`config.mk`:
```
export PLATFORM = sky130hd
export DESIGN_NAME = elastic_pipe
export DESIGN_NICKNAME = d
export VERILOG_FILES = /design/src/rtl/elastic_pipe.sv
export SDC_FILE = /design/constraint.sdc
export NUM_CORES = 1
export LEC_CHECK = 0
export ABC_AREA = 1
export CAP_MARGIN = 30
export CORE_MARGIN = 3
export CORE_UTILIZATION = 30
export DETAILED_ROUTE_END_ITERATION = 10
export GPL_ROUTABILITY_DRIVEN = 0
export SLEW_MARGIN = 15
export SYNTH_ARGS = -nofsm -noshare
export SYNTH_HDL_FRONTEND = slang
export SYNTH_SLANG_ARGS = --single-unit
```
`constraint.sdc`:
```
create_clock -name clk -period 1.6 [get_ports clk]
set_input_delay 0.32 -clock clk [delete_from_list [all_inputs] [get_ports clk]]
set_output_delay 0.32 -clock clk [all_outputs]
set_load 0.05 [all_outputs]
```
`src/rtl/elastic_pipe.sv`:
```
// Compacting elastic pipeline: DEPTH valid/ready register stages with
// per-stage kill, whole-pipe flush and per-stage observation taps.
module elastic_pipe #(
  parameter int unsigned WIDTH = 32,
  parameter int unsigned DEPTH = 3,
  parameter int unsigned CNTW  = $clog2(DEPTH + 1)
) (
  input  logic                   clk,
  input  logic                   reset,
  input  logic                   in_valid,
  output logic                   in_ready,
  input  logic [WIDTH-1:0]       in_data,
  output logic                   out_valid,
  input  logic                   out_ready,
  output logic [WIDTH-1:0]       out_data,
  input  logic                   flush,
  input  logic [DEPTH-1:0]       kill_mask,
  output logic [DEPTH-1:0]       stage_valid,
  output logic [DEPTH*WIDTH-1:0] stage_data,
  output logic [CNTW-1:0]        count
);

  logic [DEPTH-1:0]            r_v;
  logic [DEPTH-1:0][WIDTH-1:0] r_d;

  logic [DEPTH-1:0]            w_ev;
  logic [DEPTH:0]              w_rdy;
  logic [DEPTH-1:0]            w_src_v;
  logic [DEPTH-1:0][WIDTH-1:0] w_src_d;
  logic [CNTW-1:0]             w_cnt;

  // Effective valid: killed, flushed or in-reset stages read as bubbles.
  always_comb begin
    w_ev = r_v & ~kill_mask & {DEPTH{~flush & reset}};
  end

  // Ready chain from the output back to the input; a bubble is always ready.
  always_comb begin
    w_rdy        = '0;
    w_rdy[DEPTH] = out_ready;
    for (int i = DEPTH - 1; i >= 0; i--) begin
      w_rdy[i] = ~w_ev[i] | w_rdy[i+1];
    end
  end

  // Source of each stage: the input port for stage 0, the previous stage otherwise.
  always_comb begin
    w_src_v    = '0;
    w_src_d    = '0;
    w_src_v[0] = in_valid & in_ready;
    w_src_d[0] = in_data;
    for (int i = 1; i < DEPTH; i++) begin
      w_src_v[i] = w_ev[i-1];
      w_src_d[i] = r_d[i-1];
    end
  end

  // Stage registers: advance when ready, otherwise hold and drop killed items.
  always_ff @(posedge clk) begin
    if (!reset) begin
      r_v <= '0;
      r_d <= '0;
    end else begin
      for (int i = 0; i < DEPTH; i++) begin
        if (w_rdy[i]) begin
          r_v[i] <= w_src_v[i];
          if (w_src_v[i]) begin
            r_d[i] <= w_src_d[i];
          end
        end else begin
          r_v[i] <= w_ev[i];
        end
      end
    end
  end

  // Occupancy is the popcount of the registered valid bits.
  always_comb begin
    w_cnt = '0;
    for (int i = 0; i < DEPTH; i++) begin
      w_cnt = w_cnt + CNTW'(r_v[i]);
    end
  end

  // Port drive: handshake, output stage and taps.
  always_comb begin
    in_ready    = w_rdy[0] & ~flush & reset;
    out_valid   = w_ev[DEPTH-1];
    out_data    = r_d[DEPTH-1];
    stage_valid = w_ev;
    stage_data  = r_d;
    count       = w_cnt;
  end

endmodule

```
* After elaboration in Yosys (flattened, before gate mapping) *
Index checks and enable logic that the tools add are counted.

storage, ports and cells
  register bits = 99
  input port bits = 40
  output and inout port bits = 135
  logic and storage cells = 26

operators by class
  add/sub/neg operators = 2
  muxes and demuxes = 3
  bitwise logic cells = 14
  reduce and logical (&&, ||, !) cells = 3

operators by type and width
  operator                                number
  3-bit AND                               2
  2-bit AND reduction                     3
  1-bit AND                               4
  1-bit inverter                          4
  1-bit 2-to-1 mux                        3
  3-bit inverter                          1
  1-bit OR                                3
  1-bit by 1-bit adder with 2-bit output  1
  2-bit by 1-bit adder with 2-bit output  1

* Longest topological paths before layout *
  word-level depth = 11
  gate-level depth with buffers = 11
  mapped depth without buffers = 9

* Worst setup path before layout *
OpenSTA, ideal clock, no wires.

  path kind = input-to-output
  start point = input port reset
  end point = output port in_ready
  arrival = 1.613 ns
  data required time = 1.280 ns
  path slack = -0.333 ns
  stages on the path = 4
  buffers on the path = 1
  cell sequence = buf_4 nand2_2 nor2_4 a31oi_1

on the way
  elaborated cells on any way between the ends = 10
  those cells by class = bitwise: 10

RTL lines
  item                    line  RTL
  from (decl)             9     input logic reset,
  1-bit AND               34    w_ev = r_v & ~kill_mask & {DEPTH{~flush & reset}};
  3-bit AND               34
  via stage_valid[0]      18    output logic [DEPTH-1:0] stage_valid,
  1-bit inverter          42    w_rdy[i] = ~w_ev[i] | w_rdy[i+1];
  1-bit OR                42
  1-bit AND (2 in a row)  87    in_ready = w_rdy[0] & ~flush & reset;
  to (decl)               11    output logic in_ready,

The timed path passes the listed nets, and every way through them passes these cells.

* Final worst setup path *
  start point = register r_v[1]
  end point = output port count[0]

on the way
  longest elaborated chain between the ends = 2

ends and longest elaborated chain
  item                                    line  RTL
  from (decl)                             23    logic [DEPTH-1:0] r_v;
  from (signal, indexed assignment)       66    r_v[i] <= w_src_v[i];
  from (signal, indexed assignment)       71    r_v[i] <= w_ev[i];
  1-bit by 1-bit adder with 2-bit output  81    w_cnt = w_cnt + CNTW'(r_v[i]);
  2-bit by 1-bit adder with 2-bit output  81
  to (decl)                               20    output logic [CNTW-1:0] count

Every way passes these cells.

==> flow_metrics.tcl <==
set metrics [dict create \
    status "finished with violations" \
    violations "setup timing" \
    hold_violations 0 \
    setup_viol 3 \
    synth-seq-cells 99 \
    fmax_mhz 579 \
    tritoncts "yes" \
    synth_top_area_frac 0.448 \
    synthCells 612 \
    viasPerCell 4.31 \
    netlist_area_um2 4430 \
    diodes 0 \
    ir_drop_v 0.000466 \
    path_max_fanout 2 \
    ctsHoldBuffers 0 \
    drv_slew 0 \
    finalClockSkew_ns 0.00679 \
    die_height_um 127 \
    p_per_area_nw_per_um2 825 \
    wl_mm 13.4 \
    start_util 0.313 \
    ys_seq_area_frac 0.448 \
    crit_path_end_kind "output pin" \
    syn-num-nets 653 \
    hpwl_mm 9.70 \
    clk_latency_ns 0.34 \
    grtUsageTotal 0.154 \
    clockBufferDepth 2 \
    fin_total_pwr_mw 5.59 \
    dieWidth_um 127 \
    cts_buffers 9 \
    maxSlewHeadroom 0.653 \
    critPathArrivalTime_ns 1.41 \
    ant_nets 0 \
    die_area_um2 16200 \
    yosys.area.top_type "dfxtp_1" \
    antenna_found_initial 0 \
    routedWlPerCell_um 14.2 \
    crit_type "flip-flop to output pin" \
    grt_overflow 0 \
    io_pins 175 \
    core_um2 14100 \
    rows 43 \
    htreeDepth 3 \
    layout_common_cells "nor2_1, buf_4, dfxtp_1, inv_1, nand2_1" \
    dr_total_vias 4064 \
    seqCellArea_um2 1990 \
    finish.net_count 800 \
    synth_area_leaders "dfxtp_1, nor2_1, buf_4, o21ai_0, inv_1" \
    port_buffers 174 \
    tns_ns -0.236 \
    rsz0062_at_grt "true" \
    cp.required_ns 1.28 \
    avgSynthCellArea_um2 7.23 \
    clk_pin_slew_ns 0.07 \
    fin_ws_ns -0.127 \
    grt_pass1_wl_mm 20.0 \
    p_leak_nw 3.20 \
    synthToLayoutAreaGrowth_pct 52.9 \
    synth_warnings 0 \
    multiInputGateArea_um2 1600 \
    clock-root-buffer "clkbuf_16" \
    start_kind "flip-flop" \
    final.fill_count 1402 \
    route.detailed.drc 0 \
    worstMarginPinSlew_ns 0.521 \
    period_needed_ns 1.73 \
    drive_above_1_share 0.277 \
    post-route-period-util 1.08 \
    layout_commonest_cell "nor2_1" \
    grt_max_degree 57 \
    hp-class "flip-flop to flip-flop" \
    drt_iter0_markers 191 \
    first_global_vias 3690 \
    yosysUniqueCellTypes 21 \
    maxCapViolCount 0 \
    clkSinkCount 99 \
    firstDrtPassIters 4 \
]
==> path summary, 6_finish.rpt <==
| check | slack, ns | depth (start not counted) | start | endpoint |
|---|---|---|---|---|
| max | -0.13 | 2 | r_v[1] | count[0] |
| min | 0.50 | 2 | out_data[8] | out_data[8] |
| max reg2reg | 0.12 | 9 | r_v[1] | stage_data[57] |
| min reg2reg | 0.50 | 2 | out_data[8] | out_data[8] |
==> area by class of cell <==
class,count,area share
clock inverters,6,0.00962
flip-flops and latches,99,0.293
well taps,180,0.0333
inverters,105,0.0595
repair buffers,205,0.332
clock buffers,10,0.0353
multi-input cells,339,0.236
==> timing repair <==
item | CTS | global route
setup endpoints to repair | 48 | 49
gates cloned | 0 | 6
buffers inserted | 4 | 1
pin swaps | 4 | 7
resized for setup | 16 | 33
==> layer usage <==
metal / share of wire / global-route usage / up-vias
met4: 0.011 / 0.0555 / 0
met5: 0 / 0 / -
met1: 0.46 / 0.214 / 1832
li1: - / - / 2114
met3: 0.045 / 0.0284 / 10
met2: 0.49 / 0.241 / 108
==> synth_stat cells <==
| cell type | number |
|---|---|
| a31oi_1 | 1 |
| o21ai_0 | 57 |
| o21ai_1 | 7 |
| nand2_1 | 69 |
| nand2_4 | 2 |
| fa_1 | 1 |
| buf_4 | 40 |
| nand4_1 | 32 |
| buf_2 | 1 |
| inv_2 | 5 |
| buf_1 | 3 |
| clkbuf_1 | 13 |
| nor2_4 | 2 |
| nor2_8 | 2 |
| nor2_1 | 161 |
| inv_1 | 75 |
| buf_6 | 12 |
| nand2_2 | 3 |
| clkinv_1 | 25 |
| nand3_4 | 2 |
| dfxtp_1 | 99 |
==> logic make-up after synthesis <==
logic type | Yosys count | share of synthesized area
buffers and inverters | 174 | 0.202
adder cells (fa/ha/maj) | 1 | 0.00452
flip-flops | 99 | 0.448
AO/OA/AOI/OAI | 65 | 0.0738
AND/OR/NAND/NOR | 273 | 0.272
==> registers in the layout, indices dropped and copies added (netlist names) <==
| register | count |
|---|---|
| r_v | 3 |
| out_data | 32 |
| stage_data | 64 |
==> power by group <==
part           internal (mW)  total, mW  switching (mW)
clock network           1.25       2.20           0.945
registers               2.52       2.59          0.0699
logic                  0.338      0.796           0.458
==> metrics by stage <==
step / instance area, um^2 / worst slack [ns] / util / hold slack [ns] / instances
after floorplan: 4440 / -0.0415 / - / 0.492 / 612
after global placement: 6210 / -0.373 / 0.439 / 0.496 / 919
after detailed placement: 6210 / -0.455 / 0.439 / 0.498 / 919
after CTS: 6590 / -0.146 / 0.466 / 0.508 / 939
after global routing: 6770 / -0.160 / 0.478 / 0.524 / 944
final: 6770 / -0.127 / 0.478 / 0.503 / 944
==> worst max-delay path, cell delays in order (launching register included) <==
cell and delay, ns:
dfxtp_2 0.33, fa_2 0.60, buf_12 0.14
No activity file was read; power rests on OpenSTA's default activity.
